**config.mk**
```make
export PLATFORM = sky130hd
export DESIGN_NAME = carregador_serial_flat
export DESIGN_NICKNAME = d
export VERILOG_FILES = /design/src/rtl/carregador_serial_if.sv /design/src/rtl/carregador_serial.sv /design/src/flat_wrapper.sv
export SDC_FILE = /design/constraint.sdc
export NUM_CORES = 1
export LEC_CHECK = 0
export BUFFER_PORTS_ARGS = -buffer_cell sky130_fd_sc_hd__buf_2
export CORE_UTILIZATION = 29
export CTS_BUF_LIST = sky130_fd_sc_hd__clkbuf_2
export DETAILED_ROUTE_END_ITERATION = 16
export PLACE_DENSITY_LB_ADDON = 0.2
export SLEW_MARGIN = 20
export SYNTH_ARGS = -nofsm -noshare
export SYNTH_HDL_FRONTEND = slang
export SYNTH_SLANG_ARGS = --single-unit
```
**constraint.sdc**
```tcl
create_clock -name clk -period 1.66 [get_ports clk]
set_clock_uncertainty 0.2 [all_clocks]
set_input_delay 0.166 -clock clk [delete_from_list [all_inputs] [get_ports clk]]
set_output_delay 0.166 -clock clk [all_outputs]
set_load 0.05 [all_outputs]
```
**src/rtl/carregador_serial_if.sv**
```systemverilog
// Handshake bundle between the serial loader and its neighbours.
// Ports:
//   inicio, dado_serial          frame start strobe and serial data/parity bit
//   palavra                      last correctly received word
//   enable_reg                   one-cycle load strobe for the register stage
//   ocupado, erro_paridade       frame-in-progress and sticky parity error flags
// The slave modport is the loader's view; master is the driving/observing side.
interface carregador_serial_if #(
  parameter int LARGURA = 4
);
  logic               inicio;
  logic               dado_serial;
  logic [LARGURA-1:0] palavra;
  logic               enable_reg;
  logic               ocupado;
  logic               erro_paridade;

  modport master (
    output inicio, dado_serial,
    input  palavra, enable_reg, ocupado, erro_paridade
  );

  modport slave (
    input  inicio, dado_serial,
    output palavra, enable_reg, ocupado, erro_paridade
  );
endinterface

```
**src/rtl/carregador_serial.sv**
```systemverilog
// Serial-to-parallel loader feeding the 4-bit register stage (entrada/enable).
// Captures a frame of start strobe, LARGURA data bits LSB first and one parity
// bit. A good frame updates palavra and pulses enable_reg for one cycle; a bad
// frame sets the sticky erro_paridade flag and leaves palavra untouched.
// Ports:
//   clk   system clock, rising edge
//   rst   synchronous active-low reset
//   bus   carregador_serial_if.slave (inicio, dado_serial in; palavra,
//         enable_reg, ocupado, erro_paridade out, all registered)
//
// state    | meaning
// OCIOSO   | idle, waiting for inicio
// DADOS    | shifting in data bits, LSB first
// PARIDADE | sampling parity bit, deciding load or error
// ENTREGA  | strobe cycle, then back to idle
module carregador_serial #(
  parameter int LARGURA      = 4,
  parameter bit PARIDADE_PAR = 1'b1
) (
  input  logic clk,
  input  logic rst,
  carregador_serial_if.slave bus
);
  localparam int CW = (LARGURA > 1) ? $clog2(LARGURA) : 1;

  typedef enum logic [1:0] {OCIOSO, DADOS, PARIDADE, ENTREGA} estado_t;

  estado_t            estado, estado_prox;
  logic [LARGURA-1:0] buffer_q, buffer_d;
  logic [LARGURA-1:0] palavra_q, palavra_d;
  logic [CW-1:0]      cont_q, cont_d;
  logic               enable_q, enable_d;
  logic               ocupado_q, ocupado_d;
  logic               erro_q, erro_d;
  logic               paridade_ok;

  // Even parity needs a zero XOR over data+parity, odd needs one; folding the
  // parameter into the XOR makes "ok" a single 1 in both cases.
  assign paridade_ok = (^buffer_q) ^ bus.dado_serial ^ PARIDADE_PAR;

  always_ff @(posedge clk) begin
    if (!rst) begin
      estado    <= OCIOSO;
      buffer_q  <= '0;
      cont_q    <= '0;
      palavra_q <= '0;
      enable_q  <= 1'b0;
      ocupado_q <= 1'b0;
      erro_q    <= 1'b0;
    end else begin
      estado    <= estado_prox;
      buffer_q  <= buffer_d;
      cont_q    <= cont_d;
      palavra_q <= palavra_d;
      enable_q  <= enable_d;
      ocupado_q <= ocupado_d;
      erro_q    <= erro_d;
    end
  end

  always_comb begin
    estado_prox = estado;
    buffer_d    = buffer_q;
    cont_d      = cont_q;
    palavra_d   = palavra_q;
    enable_d    = 1'b0;
    erro_d      = erro_q;

    case (estado)
      OCIOSO: begin
        if (bus.inicio) begin
          estado_prox = DADOS;
          cont_d      = '0;
          erro_d      = 1'b0;
        end
      end
      DADOS: begin
        buffer_d[cont_q] = bus.dado_serial;
        cont_d           = cont_q + CW'(1);
        if (cont_q == CW'(LARGURA - 1)) begin
          estado_prox = PARIDADE;
        end
      end
      PARIDADE: begin
        if (paridade_ok) begin
          palavra_d = buffer_q;
          enable_d  = 1'b1;
        end else begin
          erro_d = 1'b1;
        end
        estado_prox = ENTREGA;
      end
      ENTREGA: begin
        estado_prox = OCIOSO;
      end
      default: begin
        estado_prox = OCIOSO;
      end
    endcase

    ocupado_d = (estado_prox != OCIOSO);
  end

  assign bus.palavra       = palavra_q;
  assign bus.enable_reg    = enable_q;
  assign bus.ocupado       = ocupado_q;
  assign bus.erro_paridade = erro_q;
endmodule

```
**src/flat_wrapper.sv**
```systemverilog
// flat-port wrapper written by rule: the top's interface ports become plain ports
module carregador_serial_flat 
#(
  parameter int LARGURA      = 4,
  parameter bit PARIDADE_PAR = 1'b1
)
  (clk, rst, bus_inicio, bus_dado_serial, bus_palavra, bus_enable_reg, bus_ocupado, bus_erro_paridade);
  carregador_serial_if #(.LARGURA(LARGURA)) bus_i ();
  input  logic clk;
  input  logic rst;
  input wire logic [$bits(bus_i.inicio)-1:0] bus_inicio;
  input wire logic [$bits(bus_i.dado_serial)-1:0] bus_dado_serial;
  output wire logic [$bits(bus_i.palavra)-1:0] bus_palavra;
  output wire logic [$bits(bus_i.enable_reg)-1:0] bus_enable_reg;
  output wire logic [$bits(bus_i.ocupado)-1:0] bus_ocupado;
  output wire logic [$bits(bus_i.erro_paridade)-1:0] bus_erro_paridade;
  assign bus_i.inicio = bus_inicio;
  assign bus_i.dado_serial = bus_dado_serial;
  assign bus_palavra = bus_i.palavra;
  assign bus_enable_reg = bus_i.enable_reg;
  assign bus_ocupado = bus_i.ocupado;
  assign bus_erro_paridade = bus_i.erro_paridade;
  carregador_serial #(.LARGURA(LARGURA), .PARIDADE_PAR(PARIDADE_PAR)) u_core (.clk(clk), .rst(rst), .bus(bus_i));
endmodule
```
==> reports/results.tsv <==
stage	metric	value	unit
status	status	finished, final reports clean	
global_route	vias in the first global route	507	
synth	synthesized area per cell	8.84	µm²
routing	Iter 0 DRT Violations	12	
clock_network	Clk Latency, worst-skew pair	280	ps
power	Pleak	0.349	nW
place	Inst Count DP	114	
power	Tot Pwr	0.641	mW
sta	Finish-stage setup viols	0	
floorplan	Core Area	0.00206	mm²
global_route	first-pass GRT wire length	2.17	mm
final_layout	ANT cells	0	
routing	vias per cell	4.56	
floorplan	DIE HEIGHT	49.8	µm
sta	pins over their slew limit	0	
clock_network	clock slew at the register clock pins of the worst setup and hold paths	130	ps
worst_setup_path	kind of critical path	reg -> reg	
synth	top cell type's share of synthesized area	45.3	%
synth	Yosys top cell by area	dfxtp_1	
synth	Ys Warns	0	
worst_setup_path	CP Capture Type	flip-flop	
sta	Hold Fails Final Rpt	0	
synth	synthesized cell area	663	µm²
final_layout	Layout Nets	101	
synth	Post-synth top cells	nand2_1 (19), dfxtp_1 (15), a21oi_1 (6)	
clock_network	CTS Buf Count	3	
routing	DRC	0	
routing	post-detailed-route count of antenna-violating nets	0	
synth	synth unique cells	23	
routing	Detailed Route WL	1.19	mm
sta	minimum clock period	1640	ps
routing	via count	543	
synth	Area contributors post-synth	dfxtp_1 (45%), nand2_1 (11%), ha_1 (7.5%)	
clock_network	CTS tree	done	
worst_setup_path	Worst EP arrival	1650	ps
sta	final period utilization	98.8	%
synth	Synth Flop Type	dfxtp_1	
place	# port buffers	10	
synth	EDFF count, synth	0	
global_route	largest net degree at the start of global routing	12	
routing	DRT Pass-1 Iters	4	
sta	fmax	610	MHz
synth	post-synthesis sequential area ratio	45.3	%
synth	most common cell in the netlist	nand2_1	
clock_network	postcts setup bufs	0	
synth	fraction of registers with async set/reset	0	%
synth	Post-Synthesis Net Count	83	
clock_network	Max Root-Sink Buffers	2	
floorplan	Initial Util	32.2	%
final_layout	post-route insts no fill	119	
power	pwr dens	791	mW/mm²
sta	worst slew pin tran	305	ps
synth	Yosys reg bits	15	
global_route	gr ovfl total	0	
power	VDD IR-drop max	413	µV
floorplan	Die W	49.8	µm
place	DP HPWL	930	µm
clock_network	H-tree depth	1	
floorplan	io pins	11	
global_route	initial antenna violation count	0	
sta	max_slew headroom	79.4	%
floorplan	die area	0.00248	mm²
clock_network	number of clock sinks	15	
worst_setup_path	type of origin of the critical path	flip-flop	
clock_network	Root Buffer	clkbuf_2	
worst_setup_path	CP Max Fanout	4	
global_route	global-route usage over all layers	11.7	%
run	max-cap violations	0	
final_layout	fraction of layout cells with a size suffix above 1	22.8	%
routing	wire per inst	9.98	µm
sta	RSZ-0062 raised after global routing	yes	
min_path	Hold WC Path Type	in -> reg	
synth	Synth Instances	75	
worst_setup_path	data required time of the worst path	1670	ps
floorplan	row cnt	16	
final_layout	Area Overhead vs Synth	22.3	%
place	routability cong.	0.652	
final_layout	Final Util	39.3	%
-- per-stage QoR --
stage | TNS, ps | hold slack [ps] | setup WS, ps | area, µm²
after detailed placement | -242 | 246 | -79.5 | 769
after global routing | -271 | 70.4 | -74.7 | 811
after CTS | -0.707 | 47.5 | -0.707 | 811
final | 0 | 64.2 | 20.5 | 811
after global placement | -121 | 243 | -31.6 | 769
after floorplan | 0 | 113 | 30.6 | 663
-- where the power goes --
group	total (mW)	switching, mW	internal [mW]	leakage (nW)
combinational	0.0871	0.0483	0.0388	0.210
clock	0.175	0.111	0.0639	0.0166
sequential	0.379	0.00818	0.371	0.122
total	0.641	0.168	0.473	0.349
-- placed cells by master, fill, tap and decap left out, types with 2 or more instances in the layout --
cell type,instances
clkbuf_2,4
dfxtp_1,14
a21oi_1,6
buf_2,10
nand2b_1,2
mux2i_1,4
ha_1,4
inv_1,3
buf_4,4
nor2_1,2
nand2_1,19
nand3_1,4
-- what timing repair did --
| item | 4_1_cts | 5_1_grt |
|---|---|---|
| gates resized for setup | 3 | 0 |
| endpoints found under the setup margin | 5 | 5 |
| hold buffers | 1 | 0 |
| endpoints found under the hold margin | 1 | 0 |
-- critical path, stage by stage, from the launching register on --
cell	delay [ps]
dfxtp_2	350
xnor3_1	410
xnor2_2	160
nor2_2	240
mux2i_1	220
-- cell type report --
cell class,instances,area [µm²]
fillers,210,1250
multi-input cells,54,350
flip-flops and latches,15,302
repair buffers,15,90.1
well taps,27,33.8
clock buffers,4,20.0
inverters,4,15.0
-- routing by layer --
| metal | share of wire (%) | global-route usage, % | vias to the layer above |
|---|---|---|---|
| met3 | 4.8 | 5.56 | 0 |
| met5 | 0 | 0 | - |
| li1 | - | - | 285 |
| met4 | 0 | 1.43 | 0 |
| met2 | 47 | 18.2 | 12 |
| met1 | 48 | 15.1 | 246 |
-- path summary, 6_finish.rpt --
path | start | end | slack (ps) | depth (start not counted)
worst max register to register | u_core.buffer_q[1]$_SDFFE_PN0P_ | u_core.bus.palavra[1]$_SDFFE_PN0P_ | 20 | 4
worst max-delay path | u_core.buffer_q[1]$_SDFFE_PN0P_ | u_core.bus.palavra[1]$_SDFFE_PN0P_ | 20 | 4
worst min register to register | u_core.bus.palavra[3]$_SDFFE_PN0P_ | u_core.bus.palavra[3]$_SDFFE_PN0P_ | 270 | 2
worst min-delay path | bus_inicio | u_core.bus.erro_paridade$_SDFFE_PN0P_ | 60 | 4
-- logic make-up (layout without fill, tap and decap cells) --
kind of cell | Yosys count | count (layout) | share of synthesized area (%)
AND/OR/NAND/NOR | 31 | 31 | 20.4
multiplexers | 4 | 4 | 6.04
flip-flops | 15 | 15 | 45.3
AO/OA/AOI/OAI | 12 | 12 | 11.3
buffers and inverters | 6 | 23 | 3.40
adder cells (fa/ha/maj) | 4 | 4 | 7.55
XOR/XNOR | 3 | 3 | 6.04
(Power assumes the default switching activity.)
